## src/rtl/multi_cycle_ctrl_pkg.sv

```systemverilog
// Shared opcode, state and control-code definitions for the multi-cycle CPU controller.
// instrOf() turns a raw 6-bit opcode into a symbolic instruction for the FSM and decoder.
package cpu_defs;

  localparam logic [5:0] OP_ADD   = 6'b000000;
  localparam logic [5:0] OP_SUB   = 6'b000001;
  localparam logic [5:0] OP_ADDIU = 6'b000010;
  localparam logic [5:0] OP_ANDI  = 6'b010000;
  localparam logic [5:0] OP_ORI   = 6'b010010;
  localparam logic [5:0] OP_SLT   = 6'b100110;
  localparam logic [5:0] OP_SW    = 6'b110000;
  localparam logic [5:0] OP_LW    = 6'b110001;
  localparam logic [5:0] OP_BEQ   = 6'b110100;
  localparam logic [5:0] OP_BNE   = 6'b110101;
  localparam logic [5:0] OP_J     = 6'b111000;
  localparam logic [5:0] OP_JR    = 6'b111001;
  localparam logic [5:0] OP_JAL   = 6'b111010;
  localparam logic [5:0] OP_HALT  = 6'b111111;

  typedef enum logic [2:0] {
    ST_IF     = 3'b000,
    ST_ID     = 3'b001,
    ST_EXE_LS = 3'b010,
    ST_MEM    = 3'b011,
    ST_WB_L   = 3'b100,
    ST_EXE_BR = 3'b101,
    ST_EXE_AL = 3'b110,
    ST_WB_AL  = 3'b111
  } state_e;

  localparam logic [2:0] ALU_ADD = 3'b000;
  localparam logic [2:0] ALU_SUB = 3'b001;
  localparam logic [2:0] ALU_SLT = 3'b010;
  localparam logic [2:0] ALU_OR  = 3'b100;
  localparam logic [2:0] ALU_AND = 3'b101;

  localparam logic [1:0] PC_NEXT   = 2'b00;
  localparam logic [1:0] PC_BRANCH = 2'b01;
  localparam logic [1:0] PC_RS     = 2'b10;
  localparam logic [1:0] PC_JUMP   = 2'b11;

  localparam logic [1:0] RD_RA = 2'b00;
  localparam logic [1:0] RD_RT = 2'b01;
  localparam logic [1:0] RD_RD = 2'b10;

  typedef enum logic [3:0] {
    I_ADD, I_SUB, I_ADDIU, I_ANDI, I_ORI, I_SLT,
    I_SW, I_LW, I_BEQ, I_BNE,
    I_J, I_JR, I_JAL, I_HALT, I_BAD
  } instr_e;

  function automatic instr_e instrOf(input logic [5:0] op);
    instr_e i;
    case (op)
      OP_ADD:   i = I_ADD;
      OP_SUB:   i = I_SUB;
      OP_ADDIU: i = I_ADDIU;
      OP_ANDI:  i = I_ANDI;
      OP_ORI:   i = I_ORI;
      OP_SLT:   i = I_SLT;
      OP_SW:    i = I_SW;
      OP_LW:    i = I_LW;
      OP_BEQ:   i = I_BEQ;
      OP_BNE:   i = I_BNE;
      OP_J:     i = I_J;
      OP_JR:    i = I_JR;
      OP_JAL:   i = I_JAL;
      OP_HALT:  i = I_HALT;
      default:  i = I_BAD;
    endcase
    return i;
  endfunction

endpackage

```

## src/rtl/multi_cycle_ctrl_decode.sv

```systemverilog
// Combinational control decode from the current state and decoded instruction.
// Write enables are forced low while Reset is asserted, independent of the clock.
module ctrl_decode
  import cpu_defs::*;
(
  input  logic       Reset,
  input  state_e     State,
  input  instr_e     Instr,
  input  logic       Zero,
  output logic       PCWre,
  output logic       IRWre,
  output logic       RegWre,
  output logic       mWR,
  output logic       mRD,
  output logic       ALUSrcB,
  output logic       ExtSel,
  output logic       DBDataSrc,
  output logic       WrRegDSrc,
  output logic [1:0] RegDst,
  output logic [1:0] PCSrc,
  output logic [2:0] ALUOp
);

  logic pcWreRaw;
  logic irWreRaw;
  logic regWreRaw;
  logic mWrRaw;

  always_comb begin
    pcWreRaw  = 1'b0;
    irWreRaw  = 1'b0;
    regWreRaw = 1'b0;
    mWrRaw    = 1'b0;
    mRD       = 1'b0;
    case (State)
      ST_IF: irWreRaw = 1'b1;
      ST_ID: begin
        // Jumps and unknown opcodes finish in ID; halt never advances the PC.
        pcWreRaw  = Instr inside {I_J, I_JR, I_JAL, I_BAD};
        regWreRaw = (Instr == I_JAL);
      end
      ST_MEM: begin
        pcWreRaw = (Instr != I_LW);
        mWrRaw   = (Instr == I_SW);
        mRD      = (Instr == I_LW);
      end
      ST_WB_L: begin
        pcWreRaw  = 1'b1;
        regWreRaw = 1'b1;
        mRD       = (Instr == I_LW);
      end
      ST_EXE_BR: pcWreRaw = 1'b1;
      ST_WB_AL: begin
        pcWreRaw  = 1'b1;
        regWreRaw = 1'b1;
      end
      default: ;
    endcase
  end

  assign PCWre  = Reset & pcWreRaw;
  assign IRWre  = Reset & irWreRaw;
  assign RegWre = Reset & regWreRaw;
  assign mWR    = Reset & mWrRaw;

  always_comb begin
    ALUOp = ALU_ADD;
    case (Instr)
      I_SUB, I_BEQ, I_BNE: ALUOp = ALU_SUB;
      I_ORI:               ALUOp = ALU_OR;
      I_ANDI:              ALUOp = ALU_AND;
      I_SLT:               ALUOp = ALU_SLT;
      default:             ALUOp = ALU_ADD;
    endcase
  end

  always_comb begin
    RegDst = RD_RA;
    case (Instr)
      I_ADD, I_SUB, I_SLT:             RegDst = RD_RD;
      I_ADDIU, I_ANDI, I_ORI, I_LW:    RegDst = RD_RT;
      default:                         RegDst = RD_RA;
    endcase
  end

  always_comb begin
    PCSrc = PC_NEXT;
    case (Instr)
      I_J, I_JAL: PCSrc = PC_JUMP;
      I_JR:       PCSrc = PC_RS;
      I_BEQ:      if (State == ST_EXE_BR && Zero)  PCSrc = PC_BRANCH;
      I_BNE:      if (State == ST_EXE_BR && !Zero) PCSrc = PC_BRANCH;
      default:    PCSrc = PC_NEXT;
    endcase
  end

  assign ALUSrcB   = Instr inside {I_ADDIU, I_ANDI, I_ORI, I_LW, I_SW};
  assign ExtSel    = !(Instr inside {I_ANDI, I_ORI});
  assign DBDataSrc = (Instr == I_LW);
  assign WrRegDSrc = (Instr != I_JAL);

endmodule

```

## src/rtl/multi_cycle_ctrl.sv

```systemverilog
// Multi-cycle CPU controller: state register and next-state logic.
// Control outputs come from the combinational ctrl_decode instance.
module multi_cycle_ctrl
  import cpu_defs::*;
#(
  parameter int unsigned OPW = 6
)
(
  input  logic           CLK,
  input  logic           Reset,
  input  logic [OPW-1:0] OpCode,
  input  logic           Zero,
  output logic           PCWre,
  output logic           IRWre,
  output logic           RegWre,
  output logic           mWR,
  output logic           mRD,
  output logic           ALUSrcB,
  output logic           ExtSel,
  output logic           DBDataSrc,
  output logic           WrRegDSrc,
  output logic [1:0]     RegDst,
  output logic [1:0]     PCSrc,
  output logic [2:0]     ALUOp,
  output logic [2:0]     State
);

  logic [5:0] op6;
  logic       opHigh;
  instr_e     instr;
  state_e     state;

  // Opcodes wider than 6 bits are unrecognised whenever any upper bit is set.
  if (OPW >= 6) begin : gOpWide
    assign op6    = OpCode[5:0];
    assign opHigh = |(OpCode >> 6);
  end else begin : gOpNarrow
    assign op6    = 6'(OpCode);
    assign opHigh = 1'b0;
  end

  assign instr = opHigh ? I_BAD : instrOf(op6);

  always_ff @(posedge CLK or negedge Reset) begin
    if (!Reset) begin
      state <= ST_IF;
    end else begin
      case (state)
        ST_IF: state <= ST_ID;
        ST_ID: begin
          case (instr)
            I_ADD, I_SUB, I_ADDIU, I_ANDI, I_ORI, I_SLT: state <= ST_EXE_AL;
            I_SW, I_LW:                                  state <= ST_EXE_LS;
            I_BEQ, I_BNE:                                state <= ST_EXE_BR;
            I_HALT:                                      state <= ST_ID;
            default:                                     state <= ST_IF;
          endcase
        end
        ST_EXE_AL: state <= ST_WB_AL;
        ST_EXE_LS: state <= ST_MEM;
        ST_MEM:    state <= (instr == I_LW) ? ST_WB_L : ST_IF;
        default:   state <= ST_IF;
      endcase
    end
  end

  assign State = state;

  ctrl_decode uDecode (
    .Reset     (Reset),
    .State     (state),
    .Instr     (instr),
    .Zero      (Zero),
    .PCWre     (PCWre),
    .IRWre     (IRWre),
    .RegWre    (RegWre),
    .mWR       (mWR),
    .mRD       (mRD),
    .ALUSrcB   (ALUSrcB),
    .ExtSel    (ExtSel),
    .DBDataSrc (DBDataSrc),
    .WrRegDSrc (WrRegDSrc),
    .RegDst    (RegDst),
    .PCSrc     (PCSrc),
    .ALUOp     (ALUOp)
  );

endmodule

```

## config.mk

```make
export PLATFORM = sky130hd
export DESIGN_NAME = multi_cycle_ctrl
export DESIGN_NICKNAME = d
export VERILOG_FILES = /design/src/rtl/multi_cycle_ctrl_pkg.sv /design/src/rtl/multi_cycle_ctrl_decode.sv /design/src/rtl/multi_cycle_ctrl.sv
export SDC_FILE = /design/constraint.sdc
export NUM_CORES = 1
export LEC_CHECK = 0
export ABC_AREA = 1
export ABC_CLOCK_PERIOD_IN_PS = 1400
export CAP_MARGIN = 30
export CORE_MARGIN = 2
export CORE_UTILIZATION = 35
export DETAILED_ROUTE_END_ITERATION = 8
export PLACE_DENSITY = 0.72
export SLEW_MARGIN = 20
export SYNTH_ARGS = -nofsm -noshare
export SYNTH_HDL_FRONTEND = slang
export SYNTH_SLANG_ARGS = --single-unit
```

## constraint.sdc

```tcl
create_clock -name CLK -period 1.4 [get_ports CLK]
set_input_delay 0.28 -clock CLK [delete_from_list [all_inputs] [get_ports CLK]]
set_output_delay 0.28 -clock CLK [all_outputs]
set_load 0.005 [all_outputs]
```

# Word level (Yosys, flattened, before mapping)
# Memories as Yosys holds them, arrays and structs flattened.
# Index checks and enable logic that the tools add are counted.
# totals
reg_bits	3
latch_bits	0
mem_bits_rw	0
romBits	304
inputBits	9
output_inout_bits	19
elab_cells	57
n_memories	2
# classes
add_sub_neg	0
mul	0
div	0
n_lt_le_gt_ge	0
n_eq_ne	22
shift	0
muxes	12
n_bitwise	4
n_reduce_logical	16
# mem_list
name	depth	width	rd	rd_clocked_by_memory_dff	wr	line_no	text
(name not given)	64	4	1	0	0	multi_cycle_ctrl_pkg.sv:54	case (op)
(name not given)	16	3	1	0	0	multi_cycle_ctrl.sv:51	case (instr)
# op_table
cell	count
$eq 4x4->1 const B	6
$eq 4x3->1 const B	4
$pmux 3 s5	1
$eq 3x3->1 const B	4
$pmux 3 s4	1
$reduce_or 3->1	3
$eq 4x2->1 const B	2
$pmux 2 s4	1
$eq 3x2->1 const B	2
$reduce_or 2->1	3
$mux 1	5
$reduce_bool 5->1	1
$and 1x1->1	4
$eq 4x1->1 const B	1
$logic_not 4->1	1
$ne 4x3->1 const B	1
$ne 4x4->1 const B	1
$pmux 2 s2	1
$reduce_bool 4->1	1
$reduce_or 4->1	1
$eq 3x1->1 const B	1
$logic_not 3->1	1
$mux 3	1
$pmux 1 s3	1
4 further kinds	6

# Depth between registers and ports, before layout
# An unclocked memory read counts as a cell.
# depth
depth_word	5
ltp_mapped	12
mapped_depth_nobuf	12

# Cells and area by module
# A second synthesis with hierarchy kept.
# unflattened
hier_cells	140
area_unflattened_um2	768.2
# by_module_without_submodules
mod	instances	cells_each	area_each_um2	seq_area_each_um2
multi_cycle_ctrl	1	76	440.4	75.1
ctrl_decode	1	64	327.8	0.0

# Worst setup path after synthesis
# Ideal clock, no wire load.
# synth_path
kind	input -> output
startpoint	input OpCode[2]
endpoint	output PCWre
t_arrival_ns	1.187
t_required_ns	1.120
path_slack_ns	-0.067
path_stages	11
path_buffers	0
path_cell_list	nor2_2 > inv_1 > nand2_1 > nor2_1 > inv_2 > nand2_2 > nor2_2 > nand2_1 > nand2_1 > nand2_1 > a21oi_1
# synth_via
elab_chain_len	5
word_cells_on_any_way	9
classes_between	5 x eq/ne; 1 x mux; 1 x bitwise; 1 x reduce/logical; 1 x memory
# synth_lines
item	line_no	text
start: declaration	multi_cycle_ctrl.sv:11	input logic [OPW-1:0] OpCode,
$mem_v2 64x4 *	--	
$eq 4x4->1	multi_cycle_ctrl_decode.sv:39	pcWreRaw = Instr inside {I_J, I_JR, I_JAL, I_BAD};
$reduce_bool 4->1	multi_cycle_ctrl_decode.sv:39	
$pmux 1 s3 *	multi_cycle_ctrl_decode.sv:35	case (State)
$and 1x1->1 *	multi_cycle_ctrl_decode.sv:61	assign PCWre = Reset & pcWreRaw;
end: declaration	multi_cycle_ctrl.sv:13	output logic PCWre,
# Every way passes the cells marked *; elsewhere a longest branch is shown, timed or not.

# Final worst setup path
# layout_path
startpoint	input OpCode[0]
endpoint	output PCWre
# Same word-level chain as after synthesis.

==> out/summary.txt <==
SYNTH
-----------------------------------------------------------------------------------------------------
Main combinational cell family by area after synthesis ................................. simple AND/OR/NAND/NOR gates
Fraction of synthesized area in multiplexers ...........................................            0
Count of synthesis-stage warnings from yosys ...........................................            0
Post-synthesis share of cell area spent on full adders, half adders and majority gates .            0
Synthesized flop and latch total .......................................................            3
Gate Count Post-Synth ..................................................................          123
Mapped Avg Cell Area ...................................................................   5.26 sq um
Mapped Area ............................................................................    647 sq um
Yosys cell types .......................................................................           22
Simple logic cell fraction of the synthesized area .....................................        0.631
Fraction of post-synthesis cell area in the top cell type by area ......................        0.232
Sequential area share after synthesis ..................................................        0.116
Cell taking the most area after synthesis .............................................. sky130_fd_sc_hd__nand2_1
Synth area leaders ..................................................................... sky130_fd_sc_hd__nand2_1 (23%), sky130_fd_sc_hd__nand3_1 (12%), sky130_fd_sc_hd__dfrtp_1 (12%)
Xor-xnor portion of the synthesized cell area ..........................................       0.0135
Compound-gate portion of the synthesized area ..........................................        0.101
Post-synthesis net count ...............................................................          132

CRITICAL PATH
-----------------------------------------------------------------------------------------------------
Family with the most delay on the worst path ........................................... simple AND/OR/NAND/NOR gates
Capturing element type of the critical path ............................................ primary output
Largest stage delay on the critical path ...............................................      0.17 ns
Critical Path AT .......................................................................      1.77 ns
Worst path slowest cell ................................................................ sky130_fd_sc_hd__nor2_4
Worst path most repeated cell .......................................................... sky130_fd_sc_hd__nand2_1
Crit-path cells ........................................................................ buf_6, inv_1, nand2_1, inv_1, nand2_2, nand2_2, nand3_1, nand2_2, nor2_4, buf_4, nand2_1, nand2_1, nand2_1, a21oi_2, buf_2
Critical path buffer and inverter count ................................................            5
Required time at the endpoint of the critical path .....................................      1.12 ns
Critical path class ....................................................................    in -> out
Type of origin of the critical path ....................................................   input port
Biggest fanout along the worst timing path .............................................            5

STA
-----------------------------------------------------------------------------------------------------
Period utilization .....................................................................         1.46
Endpoints failing setup ................................................................           18
Unrepaired setup endpoints after global routing ........................................          yes
Final critical-path required period ....................................................      2.05 ns
Headroom to the max-slew limit .........................................................        0.830
Transition time at the pin with the least slew margin ..................................     0.255 ns
Worst Clk Skew .........................................................................   0.00245 ns
Endpoints failing hold .................................................................            0
Hold WS ................................................................................     0.399 ns
Timing-limited maximum frequency .......................................................    0.489 GHz
Slack of the critical path .............................................................    -0.647 ns
Total count of max-transition violations in the final report ...........................            0

POWER
-----------------------------------------------------------------------------------------------------
Sequential group share of total power ..................................................        0.125
Switching share of total power .........................................................        0.461
LEAKAGE ................................................................................     0.863 nW
Net switching component of the power ...................................................   0.000617 W
Comb power frac ........................................................................        0.751
Peak VDD IR ............................................................................      1.11 mV
Internal Power .........................................................................   0.000723 W
Pwr Density ............................................................................  847 nW/um^2
Clock share of power ...................................................................        0.124

DIE
-----------------------------------------------------------------------------------------------------
Floorplan die area .....................................................................   2210 sq um
Std-Cell Core Area .....................................................................   1730 sq um
Die width ..............................................................................      47.0 um
Std-Cell Rows ..........................................................................           15
Initial cell density of the core .......................................................        0.375
I/O pins ...............................................................................           28
Die Y-Extent ...........................................................................      47.0 um

ROUTE
-----------------------------------------------------------------------------------------------------
Detailed-route vias per instance .......................................................         5.69
Number of detailed-route iterations in the first pass ..................................            4
Via count ..............................................................................         1297
DRC errors left ........................................................................            0
Highest metal layer used by the detailed router ........................................         met4
Detailed Route WL ......................................................................      4.47 mm
Met1 Routed Length .....................................................................      1.59 mm
Met2 Wirelength ........................................................................      2.25 mm
Final antenna-violating net count ......................................................            0
Length of routed met3 wiring ...........................................................       389 um
Iter 0 DRT Violations ..................................................................           77
Average detailed-routed wire length per instance .......................................      19.6 um

CLOCKING
-----------------------------------------------------------------------------------------------------
Clock Sink Count .......................................................................            3
Clock input transition at the sequential cells of the worst setup and hold paths .......      0.04 ns
TritonCTS clock tree ...................................................................        built
CTS Buf Count ..........................................................................            3
Latest clock arrival within the worst-skew pair ........................................      0.25 ns
Master cell of the clock root buffer ................................................... sky130_fd_sc_hd__clkbuf_4
Number of levels in the clock H-tree ...................................................            1
Maximum clock insertion buffer count ...................................................            2

PLACED DESIGN
-----------------------------------------------------------------------------------------------------
Final weighted congestion in routability-driven placement ..............................        0.965
Post-DP HPWL ...........................................................................      1.72 mm
Count of buffers from port buffering ...................................................           27
Worst setup slack before clock tree synthesis ..........................................     -1.29 ns
Instance count after placement with tap cells included .................................          196
Placed Instance Area ...................................................................   1140 sq um

LAYOUT
-----------------------------------------------------------------------------------------------------
Antenna diode count ....................................................................            0
Combined area of the multi-input logic cells ...........................................    712 sq um
Post-synthesis to final-layout area growth .............................................         144%
# nets final ...........................................................................          213
Share of post-route cells with drive strength above 1 ..................................        0.675
Area used by sequential logic in the layout ............................................   76.3 sq um
End-of-flow core utilization ...........................................................        0.916
Top library cells by usage in the layout, fill and taps aside .......................... sky130_fd_sc_hd__buf_4 (35), sky130_fd_sc_hd__nand2_1 (22), sky130_fd_sc_hd__buf_6 (18)
Number of inserted filler cells in the final layout ....................................           77
Most common cell after layout, fill and taps aside ..................................... sky130_fd_sc_hd__buf_4
Final design area excluding fillers ....................................................   1580 sq um
Largest register FFs ...................................................................            3
Final instance count without filler cells ..............................................          228

GLOBAL ROUTE
-----------------------------------------------------------------------------------------------------
Total routing usage reported by global routing .........................................        0.335
Number of antenna violations at the first check in global routing ......................            0
Global-route wire length before repair .................................................      5.01 mm
Via count of the first global-routing pass .............................................         1120
Pin count of the biggest net entering global routing ...................................            7
Overflow left after global routing .....................................................            0

RUN STATUS
-----------------------------------------------------------------------------------------------------
Result of the run ...................................................................... finished with violations
Violations in the final reports ........................................................ setup timing

MIN PATH
-----------------------------------------------------------------------------------------------------
Min-delay worst type ...................................................................  in -> async

RUN
-----------------------------------------------------------------------------------------------------
Count of maximum capacitance violations ................................................            0

-- final timing paths --
kind                       startpoint        to  slack, ns  cells after the start
max                         OpCode[0]     PCWre      -0.65                     15
min                             Reset  State[2]       0.40                      2
max reg2reg                  State[0]  State[2]       0.14                      6
min reg2reg                  State[1]  State[2]       0.66                      2
max in group asynchronous       Reset  State[2]       0.89                      2
min in group CLK             State[1]  State[2]       0.66                      2
-- cell families (layout without fill, tap and decap cells) --
| logic type | Yosys count | in the layout |
|---|---|---|
| xor gates and xnor gates | 1 | 1 |
| and+or+nand+nor | 85 | 86 |
| buffers and inverters | 24 | 103 |
| DFF | 3 | 3 |
| AOI/OAI and AO/OA | 10 | 10 |
-- power groups by stage --
stage / clock network (W) / logic [W] / registers (W)
after CTS: 0.000167 / 0.000877 / 0.000155
after global placement: 0 / 0.000711 / 0.000156
after global routing: 0.000167 / 0.00104 / 0.000171
final: 0.000166 / 0.00101 / 0.000167
after detailed placement: 0 / 0.000720 / 0.000158
after floorplan: 0 / 0.000267 / 0.000172
-- per-stage QoR --
stage,total power [W],TNS (ns)
finish,0.00134,-8.00
global route,0.00138,-8.78
CTS,0.00120,-5.21
detailed placement,0.000878,-19.88
global placement,0.000868,-19.15
floorplan,0.000440,-0.0372
-- timing repair --
item	4_1_cts	5_1_grt
resized for setup	147	29
pin swaps	30	12
hold buffers	0	0
setup endpoints to repair	22	21
gates cloned	1	0
setup buffers	24	5
-- per-layer routing --
metal,up-vias,global-route usage
met2,106,0.570
met4,0,0.178
met5,-,0
met1,607,0.390
li1,553,-
met3,31,0.0731
-- area by class of cell --
class / count / share of cell area
Timing Repair Buffer: 75 / 0.405
Multi-Input combinational cell: 97 / 0.450
Tap cell: 25 / 0.0198
Sequential cell: 3 / 0.0483
Inverter: 24 / 0.0601
Clock buffer: 4 / 0.0166
-- cell usage after synthesis --
| cell | n |
|---|---|
| sky130_fd_sc_hd__nand2_1 | 40 |
| sky130_fd_sc_hd__o22ai_1 | 1 |
| sky130_fd_sc_hd__nor2_2 | 3 |
| sky130_fd_sc_hd__and2_1 | 1 |
| sky130_fd_sc_hd__nand2_4 | 2 |
| sky130_fd_sc_hd__nand3_4 | 1 |
| sky130_fd_sc_hd__o21ai_2 | 1 |
| sky130_fd_sc_hd__inv_2 | 4 |
| sky130_fd_sc_hd__o21ai_0 | 2 |
| sky130_fd_sc_hd__inv_1 | 20 |
| sky130_fd_sc_hd__a21oi_1 | 3 |
| sky130_fd_sc_hd__nand3b_1 | 1 |
| sky130_fd_sc_hd__nor4_1 | 2 |
| sky130_fd_sc_hd__nor2_1 | 11 |
| sky130_fd_sc_hd__nand2_2 | 4 |
| sky130_fd_sc_hd__nand3_1 | 16 |
| sky130_fd_sc_hd__nor3_1 | 3 |
| sky130_fd_sc_hd__o211ai_1 | 1 |
| sky130_fd_sc_hd__nor2_4 | 1 |
| sky130_fd_sc_hd__a21oi_2 | 2 |
| sky130_fd_sc_hd__xor2_1 | 1 |
| sky130_fd_sc_hd__dfrtp_1 | 3 |
Note: power is estimated with default switching activity, not from simulation.
